==> src/rtl/result_unloader.sv <==
// rtl/result_unloader.sv - streams the N*N result matrix from BRAM C as a row-major valid/ready stream
//
// Purpose: after a start pulse (normally the compute unit's done), reads BRAM C
// one word per cycle and forwards the words in address order to the egress path.
// A small FIFO absorbs the 1-cycle BRAM read latency and downstream backpressure.
// Reads are only issued while the FIFO plus the in-flight read leave room, so the
// FIFO cannot overflow.
//
// Ports:
//   clk, rst        clock (rising edge), asynchronous active-low reset
//   start           one-cycle unload request, honoured only in IDLE
//   busy, done      transfer in progress / one-cycle completion pulse
//   bram_addr/rden  BRAM C read port; bram_q valid one cycle after rden
//   m_valid/ready   output stream handshake
//   m_data, m_last  output word, high on element N*N-1 only

module result_unloader #(
  parameter int N          = 16,
  parameter int DATA_W     = 32,
  parameter int FIFO_DEPTH = 4,
  parameter int ADDR_W     = $clog2(N * N)
) (
  input  logic              clk,
  input  logic              rst,
  input  logic              start,
  output logic              busy,
  output logic              done,
  output logic [ADDR_W-1:0] bram_addr,
  output logic              bram_rden,
  input  logic [DATA_W-1:0] bram_q,
  output logic              m_valid,
  input  logic              m_ready,
  output logic [DATA_W-1:0] m_data,
  output logic              m_last
);

  localparam int CNT_W = $clog2(FIFO_DEPTH + 1);
  localparam int PTR_W = (FIFO_DEPTH > 1) ? $clog2(FIFO_DEPTH) : 1;
  localparam logic [ADDR_W:0]  TOTAL     = (ADDR_W + 1)'(N * N);
  localparam logic [ADDR_W:0]  LAST_IDX  = (ADDR_W + 1)'(N * N - 1);
  localparam logic [CNT_W:0]   DEPTH_EXT = (CNT_W + 1)'(FIFO_DEPTH);
  localparam logic [CNT_W-1:0] DEPTH_CNT = CNT_W'(FIFO_DEPTH);
  localparam logic [PTR_W-1:0] PTR_MAX   = PTR_W'(FIFO_DEPTH - 1);

  typedef enum logic [1:0] {
    IDLE,
    READ,
    DRAIN,
    FINISH
  } state_t;

  state_t state, state_nxt;

  logic [ADDR_W:0]   rd_cnt;
  logic [ADDR_W:0]   beat_cnt;
  logic              inflight;
  logic [DATA_W-1:0] fifo_mem [FIFO_DEPTH];
  logic [PTR_W-1:0]  wr_ptr, rd_ptr;
  logic [CNT_W-1:0]  fifo_count;
  logic              fifo_empty;
  logic              credit_ok;
  logic              issue;
  logic              push;
  logic              pop;

  // Credit uses the count before this cycle's pop: one cycle of slack is given
  // up so the issue decision never depends on m_ready.
  assign credit_ok  = ({1'b0, fifo_count} + (CNT_W + 1)'(inflight)) < DEPTH_EXT;
  assign fifo_empty = (fifo_count == '0);
  assign push       = inflight;
  assign pop        = m_valid && m_ready;

  assign m_valid = !fifo_empty;
  assign m_data  = fifo_empty ? '0 : fifo_mem[rd_ptr];
  assign m_last  = m_valid && (beat_cnt == LAST_IDX);

  always_ff @(posedge clk or negedge rst) begin
    if (!rst) begin
      state <= IDLE;
    end else begin
      state <= state_nxt;
    end
  end

  always_comb begin
    state_nxt = state;
    issue     = 1'b0;
    busy      = 1'b0;
    done      = 1'b0;
    bram_rden = 1'b0;
    bram_addr = '0;
    case (state)
      IDLE: begin
        if (start) state_nxt = READ;
      end
      READ: begin
        busy  = 1'b1;
        issue = (rd_cnt < TOTAL) && credit_ok;
        if (issue) begin
          bram_rden = 1'b1;
          bram_addr = rd_cnt[ADDR_W-1:0];
          if (rd_cnt == LAST_IDX) state_nxt = DRAIN;
        end
      end
      DRAIN: begin
        busy = 1'b1;
        if (pop && m_last) state_nxt = FINISH;
      end
      FINISH: begin
        busy      = 1'b1;
        done      = 1'b1;
        state_nxt = IDLE;
      end
      default: state_nxt = IDLE;
    endcase
  end

  // Counters restart in IDLE so every transfer begins at element 0.
  always_ff @(posedge clk or negedge rst) begin
    if (!rst) begin
      rd_cnt   <= '0;
      beat_cnt <= '0;
      inflight <= 1'b0;
    end else begin
      inflight <= issue;
      if (state == IDLE) begin
        rd_cnt   <= '0;
        beat_cnt <= '0;
      end else begin
        if (issue) rd_cnt <= rd_cnt + 1'b1;
        if (pop) beat_cnt <= beat_cnt + 1'b1;
      end
    end
  end

  always_ff @(posedge clk or negedge rst) begin
    if (!rst) begin
      wr_ptr     <= '0;
      rd_ptr     <= '0;
      fifo_count <= '0;
    end else begin
      if (push) wr_ptr <= (wr_ptr == PTR_MAX) ? '0 : wr_ptr + 1'b1;
      if (pop) rd_ptr <= (rd_ptr == PTR_MAX) ? '0 : rd_ptr + 1'b1;
      case ({push, pop})
        2'b10:   fifo_count <= fifo_count + 1'b1;
        2'b01:   fifo_count <= fifo_count - 1'b1;
        default: fifo_count <= fifo_count;
      endcase
    end
  end

  // Storage needs no reset: contents are only visible while fifo_count > 0.
  always_ff @(posedge clk) begin
    if (push) fifo_mem[wr_ptr] <= bram_q;
  end

  a_no_overflow : assert property (@(posedge clk) disable iff (!rst)
    !(push && !pop && (fifo_count == DEPTH_CNT)));

endmodule

==> config.mk <==
export PLATFORM = sky130hd
export DESIGN_NAME = result_unloader
export DESIGN_NICKNAME = d
export VERILOG_FILES = /design/src/rtl/result_unloader.sv
export SDC_FILE = /design/constraint.sdc
export NUM_CORES = 1
export LEC_CHECK = 0
export CAP_MARGIN = 5
export CORE_UTILIZATION = 50
export CTS_CLUSTER_DIAMETER = 150
export DETAILED_ROUTE_END_ITERATION = 10
export HOLD_SLACK_MARGIN = 0.02
export PLACE_DENSITY = 0.69
export SETUP_SLACK_MARGIN = 0.5
export SYNTH_ARGS = -nofsm -noshare
export SYNTH_HDL_FRONTEND = slang
export SYNTH_SLANG_ARGS = --single-unit
export TNS_END_PERCENT = 10
==> constraint.sdc <==
create_clock -name clk -period 4.72 [get_ports clk]
set_input_delay 0.708 -clock clk [delete_from_list [all_inputs] [get_ports clk]]
set_output_delay 0.708 -clock clk [all_outputs]
set_load 0.02 [all_outputs]
# Word level (Yosys, flattened, before mapping)

Memory sizes are Yosys's and may differ from the RTL's.
Index checks and enable logic that the tools add are counted.

Bits in registers: 28
Memory bits (writable): 128
Output and inout port bits: 45
Memories: 1

Reduce and logical (&&, ||, !) cells: 12
Add/sub/neg operators: 7
Eq/ne operators: 13
$lt $le $gt $ge: 2
Mux-type cells: 22

Memory list:

| name     | depth | width | read ports | clocked after memory_dff | write ports | line | text |
|---|---|---|---|---|---|---|---|
| fifo_mem | 4     | 32    | 1          | 0                        | 1           | 57   | `logic [DATA_W-1:0] fifo_mem [FIFO_DEPTH];` |

Operator list:

| operator                                                              | count |
|---|---|
| 9-bit two-way mux                                                     | 4 |
| 32-bit two-way mux                                                    | 1 |
| 9-bit by 1-bit adder with 9-bit output, second input constant         | 2 |
| 9-bit by 8-bit equality test with 1-bit output, second input constant | 2 |
| 8-bit two-way mux                                                     | 2 |
| 2-bit two-way mux                                                     | 6 |
| 2-bit equality test, second input constant                            | 5 |
| 9-bit < comparator, second input constant                             | 1 |
| 2-bit inequality test, second input constant                          | 4 |
| 2-bit case mux with 4 select lines                                    | 1 |
| 1-bit two-way mux                                                     | 7 |
| 3-bit case mux with 2 select lines                                    | 1 |
| 2-bit nonzero test                                                    | 3 |
| 2-bit by 1-bit adder with 2-bit output, second input constant         | 2 |
| 3-bit by 1-bit adder with 4-bit output                                | 1 |
| 2-bit by 1-bit equality test with 1-bit output, second input constant | 2 |
| 1-bit logical AND                                                     | 4 |
| 4-bit by 3-bit < comparator with 1-bit output, second input constant  | 1 |
| 4-bit AND reduction                                                   | 1 |
| 3-bit by 1-bit adder with 3-bit output, second input constant         | 1 |
| 3-bit logical NOT                                                     | 1 |
| 3-bit OR reduction                                                    | 1 |
| 3-bit by 1-bit subtractor with 3-bit output, second input constant    | 1 |
| 2-bit logical NOT                                                     | 1 |
| 1-bit logical NOT                                                     | 1 |

# Logic depth before layout (Yosys ltp)

Gate-level depths: netlist of the first run.

Word-level depth: 6
Mapped depth: 8
Depth with buffers taken out: 8

# Least setup slack after synthesis of the first run

No wires, ideal clock.

Path kind: register to output
Start point: reg rd_ptr[0]
End point: out m_data[10]
Required time: 4.012 ns
Slack: 2.475 ns
Arrival: 1.537 ns
Cell stages (with the launch flop): 5
Path buffers: 2
Cell sequence: dfrtp_1 -> buf_2 -> buf_2 -> mux4_2 -> nor2b_1

Longest elaborated chain between the ends: 2

Ends and longest elaborated chain:

| what                   | line | text |
|---|---|---|
| start, declared        | 58   | `logic [PTR_W-1:0] wr_ptr, rd_ptr;` |
| start signal, assigned | 143  | `if (pop) rd_ptr <= (rd_ptr == PTR_MAX) ? '0 : rd_ptr + 1'b1;` |
| memory 4 x 32 bit      | -    |  |
| 32-bit two-way mux     | 74   | `assign m_data = fifo_empty ? '0 : fifo_mem[rd_ptr];` |
| end, declared          | 33   | `output logic [DATA_W-1:0] m_data,` |

No other way between the ends.

# Worst setup path after layout of the first run

Start point: reg rd_ptr[0]
End point: out m_data[12]

Same word-level chain as after synthesis.

==> results.sh, run 1 <==
export IMPL_status="complete, but fails checks"
export IMPL_violations="DRC"
export IMPL_drive_gt1_frac=0.1703
export IMPL_ff2ff_path_depth=8
export IMPL_dr_total_vias=3319
export IMPL_ys_seq_area_frac=0.7040
export IMPL_cts_resized_gates=0
export IMPL_io_buffers=80
export IMPL_timing_rr_end="fifo_count[2]$_DFFE_PN0P_"
export IMPL_ir_worst_vdd_uv=342.2
export IMPL_htreeDepth=4
export IMPL_tightest_slew_ps=946.8
export IMPL_die_w_microns=115.6
export IMPL_dp_slack_ps=1470
export IMPL_core_sq_um=12620
export IMPL_drt_iter0_markers=230
export IMPL_place_hpwl_mm=6.734
export IMPL_syn_to_final_growth_pct=23.40
export IMPL_hold_path_cell_count=2
export IMPL_wl_mm=11.38
export IMPL_synth_compound_area_frac=0.02326
export IMPL_clock_latency_ps=430
export IMPL_synth_xor_area_share=0.02035
export IMPL_crit_buf_inv=2
export IMPL_netlist_instances=365
export IMPL_yosys_cell_types_count=37
export IMPL_wl_per_cell_microns=17.90
export IMPL_viasPerCell=5.219
export IMPL_dpl_cell_area_sq_um=7436
export IMPL_fin_util=0.6312
export IMPL_fin_crit_sh=0.7651
export IMPL_cts_tree="built"
export IMPL_synth_avg_cell_area_sq_um=17.68
export IMPL_synthSimpleGateAreaFrac=0.08471
export IMPL_power_density_nw_per_um2=593.6
export IMPL_io_pins=81
export IMPL_ant_nets=0
export IMPL_skew_ps=12.39
export IMPL_nets=503
export IMPL_die_h_microns=115.6
export IMPL_grt_setup_unrepaired="false"
export IMPL_initial_core_util=0.5115
export IMPL_ys_seq_elements=156
export IMPL_cts_buffers=17
export IMPL_synthMuxAreaShare=0.1171
export IMPL_hold_end="beat_cnt[5]$_DFFE_PN0P_"
export IMPL_clock_path_buffers=2
export IMPL_ys_warn_count=0
export IMPL_clkTransAtPathRegs_ps=60
export IMPL_startpoint_type="register"
export IMPL_timing_slew_headroom=0.3688
export IMPL_route_detailed_drc=2
export IMPL_grt_pass1_wl_mm=18.27
export IMPL_rows=41
export IMPL_r2r_slack_ps=2450
export IMPL_slew_violations=0
export IMPL_antenna_diode_count=0
export IMPL_netlist_area_sq_um=6455
export IMPL_cpPeakStageDelay_ps=840
export IMPL_synth_fp_nets=417
export IMPL_crit_chain="buf_4 -> mux4_2 -> nor2b_1 -> clkdlybuf4s50_1"
export IMPL_synth_fa_ha_area_frac=0.03218
export IMPL_clock_fmax_mhz=276.9
export IMPL_die_area_sq_um=13370
export IMPL_cts_sinks=156
export IMPL_cts_root_buffer="clkbuf_16"
export IMPL_design_area_sq_um=7965
export IMPL_crit_arrival_ps=2900
export IMPL_worstPathMaxFanout=22
export IMPL_final_fill_count=939
export IMPL_min_from="beat_cnt[5]$_DFFE_PN0P_"
export IMPL_min_path_type="register to register"
export IMPL_slowest_stage="dfrtp_2"
export IMPL_cap_viol_max_count=0
export IMPL_setup_viol_count_final=0
export IMPL_drt_pass1_iter_count=7
export IMPL_tns_ps=0
export IMPL_worst_slack_ps=1109
export IMPL_timing_rr_start="fifo_count[0]$_DFFE_PN0P_"
export IMPL_cp_required_ps=4010
export IMPL_total_power_mw=4.728
export IMPL_grt_total_usage=0.1932
export IMPL_antenna_found_initial=0
export IMPL_power_leakage_nw=2.790
export IMPL_synth_top_family_by_area="multiplexers"
export IMPL_gp_congestion=0.7804
export IMPL_hold_viol_final=0
export IMPL_crit_type="register to output pin"
export IMPL_grt_pass1_vias=3482
export IMPL_grt_max_degree=36
export IMPL_post_cts_buffers=0
export IMPL_critical_path_top_delay_family="buffers and inverters"
export IMPL_grt_ovfl_total=0
export IMPL_ctsHoldBuffers=0
export IMPL_period_minus_slack_ps=3611
export IMPL_cp_end_kind="output pin"
-- through the flow --
step	hold slack, ps	instances
global placement	527.0	604
CTS	556.4	636
global route	581.1	636
detailed placement	537.0	604
finish	551.4	636
floorplan	412.4	365
-- tightest hold or removal path: stages, from the launching register on --
cell	delay [ps]
dfrtp_1	360
xnor2_1	120
nor2_1	40
-- power breakdown --
group          switching (mW)  internal [mW]  total (mW)
Combinational           0.784          0.857        1.64
Sequential              0.211           1.67        1.88
Clock                   0.535          0.669        1.20
-- state kept, by name (all words and copies together) (netlist names) --
signal and cells:
wr_ptr 2, rd_cnt 9, inflight 1, state 2, fifo_mem 128, fifo_count 3
rd_ptr 2, beat_cnt 9
-- cells by family (layout without fill, tap and decap cells) --
logic type                 Yosys count  count (layout)
adders and majority gates           16              16
and+or+nand+nor                     97              97
muxes                               35              35
buffers and inverters               30             129
DFF                                156             156
AOI/OAI and AO/OA                   16              16
xor gates and xnor gates            15              15
-- cell type report --
| type | count | area (sq um) | area share |
|---|---|---|---|
| Tap cell | 172 | 215.2 | 0.02702 |
| Multi-Input combinational cell | 179 | 1798 | 0.2257 |
| Clock buffer | 18 | 429.2 | 0.05388 |
| Inverter | 14 | 52.55 | 0.006598 |
| Clock inverter | 14 | 100.1 | 0.01257 |
| Timing Repair Buffer | 83 | 823.3 | 0.1034 |
| Sequential cell | 156 | 4547 | 0.5708 |
-- Yosys cell counts --
library cell  count  share of area
a21o_1            1         0.0012
nand4_1           6         0.0058
inv_1            13         0.0076
dfrtp_1          28           0.11
and4_1            2         0.0027
mux2_4            1         0.0023
o21ai_0           4         0.0031
mux2i_1           2         0.0031
and2_1            1        0.00097
inv_2             1        0.00058
mux4_2           32           0.11
xor2_1           10          0.014
xnor2_1           5         0.0068
nor4_1            1        0.00097
a21boi_0          1         0.0012
nor3_1            4         0.0031
clkbuf_1         11         0.0064
fa_1              1         0.0031
ha_1             15          0.029
o31ai_2           1         0.0019
nor2b_1          34          0.033
nor3_2            1         0.0016
a211oi_1          1         0.0012
nor2_1           15         0.0087
a311oi_4          1         0.0041
a21oi_1           4         0.0031
or3_1             3         0.0029
nand3_1           4         0.0031
nand2b_1          1        0.00097
o32a_1            1         0.0016
edfxtp_1        128           0.60
nand2_1          11         0.0064
buf_2             5         0.0039
and2_2            5         0.0058
a21boi_2          1         0.0017
a2111oi_4         1         0.0043
and3_1            9         0.0087
-- metal layers --
layer,up-vias,GRT usage,part of all wire
li1,1566,-,-
met1,1660,0.2423,0.42
met2,77,0.3138,0.51
met3,16,0.06119,0.048
met4,0,0.08034,0.016
met5,-,0,0
-- placed cells by master, fill, tap and decap left out, types with 3 or more instances in the layout --
cell type / netlist / layout
buf_4: 0 / 3
nor3_1: 4 / 4
inv_1: 13 / 13
or3_1: 3 / 3
nor2b_1: 34 / 34
edfxtp_1: 128 / 128
nand4_1: 6 / 6
xnor2_1: 5 / 5
ha_1: 15 / 15
clkinv_4: 0 / 4
clkinvlp_4: 0 / 5
and3_1: 9 / 9
clkdlybuf4s50_1: 0 / 80
dfrtp_1: 28 / 26
nand2_1: 11 / 11
nor2_1: 15 / 15
a21oi_1: 4 / 4
clkinv_2: 0 / 3
mux4_2: 32 / 32
xor2_1: 10 / 10
o21ai_0: 4 / 4
and2_2: 5 / 5
nand3_1: 4 / 4
clkbuf_16: 0 / 17
-- how the worst max path moves through the flow --
stage / cells past startpoint / endpoint / from / slack, ps
CTS: 4 / m_data[12] / rd_ptr[0]$_DFFE_PN0P_ / 1000
floorplan: 4 / m_data[10] / rd_ptr[0]$_DFFE_PN0P_ / 2470
detailed placement: 4 / m_data[12] / rd_ptr[0]$_DFFE_PN0P_ / 1470
finish: 4 / m_data[12] / rd_ptr[0]$_DFFE_PN0P_ / 1110
global route: 4 / m_data[31] / rd_ptr[0]$_DFFE_PN0P_ / 890
global placement: 4 / m_data[17] / rd_ptr[0]$_DFFE_PN0P_ / 1500
Note: power is estimated with default switching activity, not from simulation.
==> run 2, diff against run 1 <==
Clock period 4.72 ns to 3.45 ns, I/O delays scaled along.
==> run 2 against run 1 <==
- the run now ends clean
- clock-buffer cell count unchanged
- global-route usage decreased by 0.080 points
- non-clock buffer count grew 7
- clock power is 70% higher
- via count is 1.1% higher
- register-to-register slack worse by 1200 ps
- core utilization grew 1.8 points
- wire length is 1.0% higher
- final cell count is 1.1% higher
- sequential share of layout area shrank 1.6 points
- setup slack got worse by 620 ps
==> results.sh, run 2 (synthesized netlist as in run 1, its figures left out) <==
export IMPL_drive_gt1_frac=0.1805
export IMPL_initial_core_util=0.5115
export IMPL_io_buffers=80
export IMPL_grt_max_degree=36
export IMPL_layout_common_cells="edfxtp_1 (128), clkdlybuf4s50_1 (79), nor2b_1 (34), mux4_2 (32), dfrtp_1 (26)"
export IMPL_fin_crit_sh=0.8584
export IMPL_critical_path_top_delay_family="buffers and inverters"
export IMPL_die_area_sq_um=13370
export IMPL_worstPathMaxFanout=16
export IMPL_cpPeakStageDelay_ps=550
export IMPL_grt_total_usage=0.1924
export IMPL_power_density_nw_per_um2=852.9
export IMPL_min_path_type="register to register"
export IMPL_crit_chain="bufbuf_16 -> mux4_2 -> nor2b_1 -> clkdlybuf4s50_1"
export IMPL_holdWs_ps=556.3
export IMPL_tns_ps=0
export IMPL_hold_viol_final=0
export IMPL_slowest_stage="clkdlybuf4s50_1"
export IMPL_tightest_slew_ps=1008
export IMPL_viasPerCell=5.221
export IMPL_htreeDepth=4
export IMPL_wl_per_cell_microns=17.88
export IMPL_antenna_diode_count=0
export IMPL_ir_worst_vdd_uv=479.0
export IMPL_skew_ps=4.384
export IMPL_slew_violations=0
export IMPL_place_hpwl_mm=6.804
export IMPL_die_h_microns=115.6
export IMPL_startpoint_type="register"
export IMPL_rows=41
export IMPL_final_common_cell="edfxtp_1"
export IMPL_wl_mm=11.50
export IMPL_clock_latency_ps=410
export IMPL_cts_buffers=17
export IMPL_crit_cells=4
export IMPL_clock_path_buffers=2
export IMPL_placed_cells=606
export IMPL_total_power_mw=6.988
export IMPL_drt_pass1_iter_count=4
export IMPL_cap_viol_max_count=0
export IMPL_cts_tree="built"
export IMPL_timing_slew_headroom=0.3256
export IMPL_grt_pass1_vias=3466
export IMPL_top_regs="fifo_mem (128), beat_cnt (9), rd_cnt (9)"
export IMPL_clock_fmax_mhz=337.7
export IMPL_grt_pass1_wl_mm=18.43
export IMPL_ant_nets=0
export IMPL_crit_type="register to output pin"
export IMPL_finalNonFillerCells=643
export IMPL_setup_viol_count_final=0
export IMPL_clkTransAtPathRegs_ps=60
export IMPL_crit_arrival_ps=2440
export IMPL_ctsHoldBuffers=0
export IMPL_grt_setup_unrepaired="true"
export IMPL_die_w_microns=115.6
export IMPL_dr_total_vias=3357
export IMPL_drt_iter0_markers=187
export IMPL_grt_ovfl_total=0
export IMPL_crit_buf_inv=2
export IMPL_cp_end_kind="output pin"
export IMPL_syn_to_final_growth_pct=26.94
export IMPL_hold_path_cell_count=2
export IMPL_cts_sinks=156
export IMPL_antenna_found_initial=0
export IMPL_cts_root_buffer="clkbuf_16"
export IMPL_core_sq_um=12620
export IMPL_regMostFlops="fifo_mem"
export IMPL_r2r_slack_ps=1270
export IMPL_period_minus_slack_ps=2961
export IMPL_gp_congestion=0.7438
export IMPL_largest_reg_flops=128
export IMPL_status="finished clean"
export IMPL_io_pins=81
export IMPL_cp_required_ps=2930
export IMPL_route_detailed_drc=0
export IMPL_fin_util=0.6493
export IMPL_ff2ff_path_depth=8
export IMPL_nets=510
export IMPL_power_leakage_nw=2.929
-- run 2: timing repair --
item / 4_1_cts / 5_1_grt
pin swaps: 0 / 1
gates resized for setup: 0 / 1
buffers inserted: 0 / 4
endpoints found under the setup margin: 16 / 28
cloned: 1 / 0
-- run 2: worst paths after layout --
kind	end	startpoint
hold / removal	beat_cnt[6]$_DFFE_PN0P_	beat_cnt[6]$_DFFE_PN0P_
min in group asynchronous	rd_cnt[5]$_DFFE_PN0P_	rst
max in group asynchronous	rd_ptr[1]$_DFFE_PN0P_	rst
setup / recovery	m_data[16]	rd_ptr[0]$_DFFE_PN0P_
setup reg to reg	fifo_count[2]$_DFFE_PN0P_	fifo_count[1]$_DFFE_PN0P_
hold reg to reg	beat_cnt[6]$_DFFE_PN0P_	beat_cnt[6]$_DFFE_PN0P_
-- run 2: where the power goes --
group	switching (mW)	internal [mW]
logic	1.18	1.28
registers	0.203	2.29
clock network	0.692	1.35
-- run 2: tightest hold or removal path: stages, from the launching register on --
cell,delay [ps]
dfrtp_1,380
o21ai_0,70
a21oi_1,60
-- run 2: layout make-up --
cell class,count,area [sq um]
clock buffers,18,429.2
clock inverters,14,224.0
fillers,923,4425
inverters,14,52.55
multi-input cells,179,1798
flip-flops and latches,156,4547
well taps,172,215.2
repair buffers,90,928.4
-- run 2: metrics by stage --
stage          setup slack (ps)  instance area [sq um]
2_1_floorplan              1395                   6455
6_report                  488.6                   8194
3_5_place_dp              903.1                   7476
5_1_grt                   376.8                   8194
4_1_cts                   446.9                   8162
3_3_place_gp              907.9                   7476
-- run 2: metal layers --
| metal | share of wire | vias to the layer above | track usage |
|---|---|---|---|
| li1 | - | 1579 | - |
| met1 | 0.45 | 1705 | 0.2539 |
| met2 | 0.51 | 62 | 0.3158 |
| met3 | 0.033 | 11 | 0.04864 |
| met4 | 0.011 | 0 | 0.06410 |
| met5 | 0 | - | 0 |
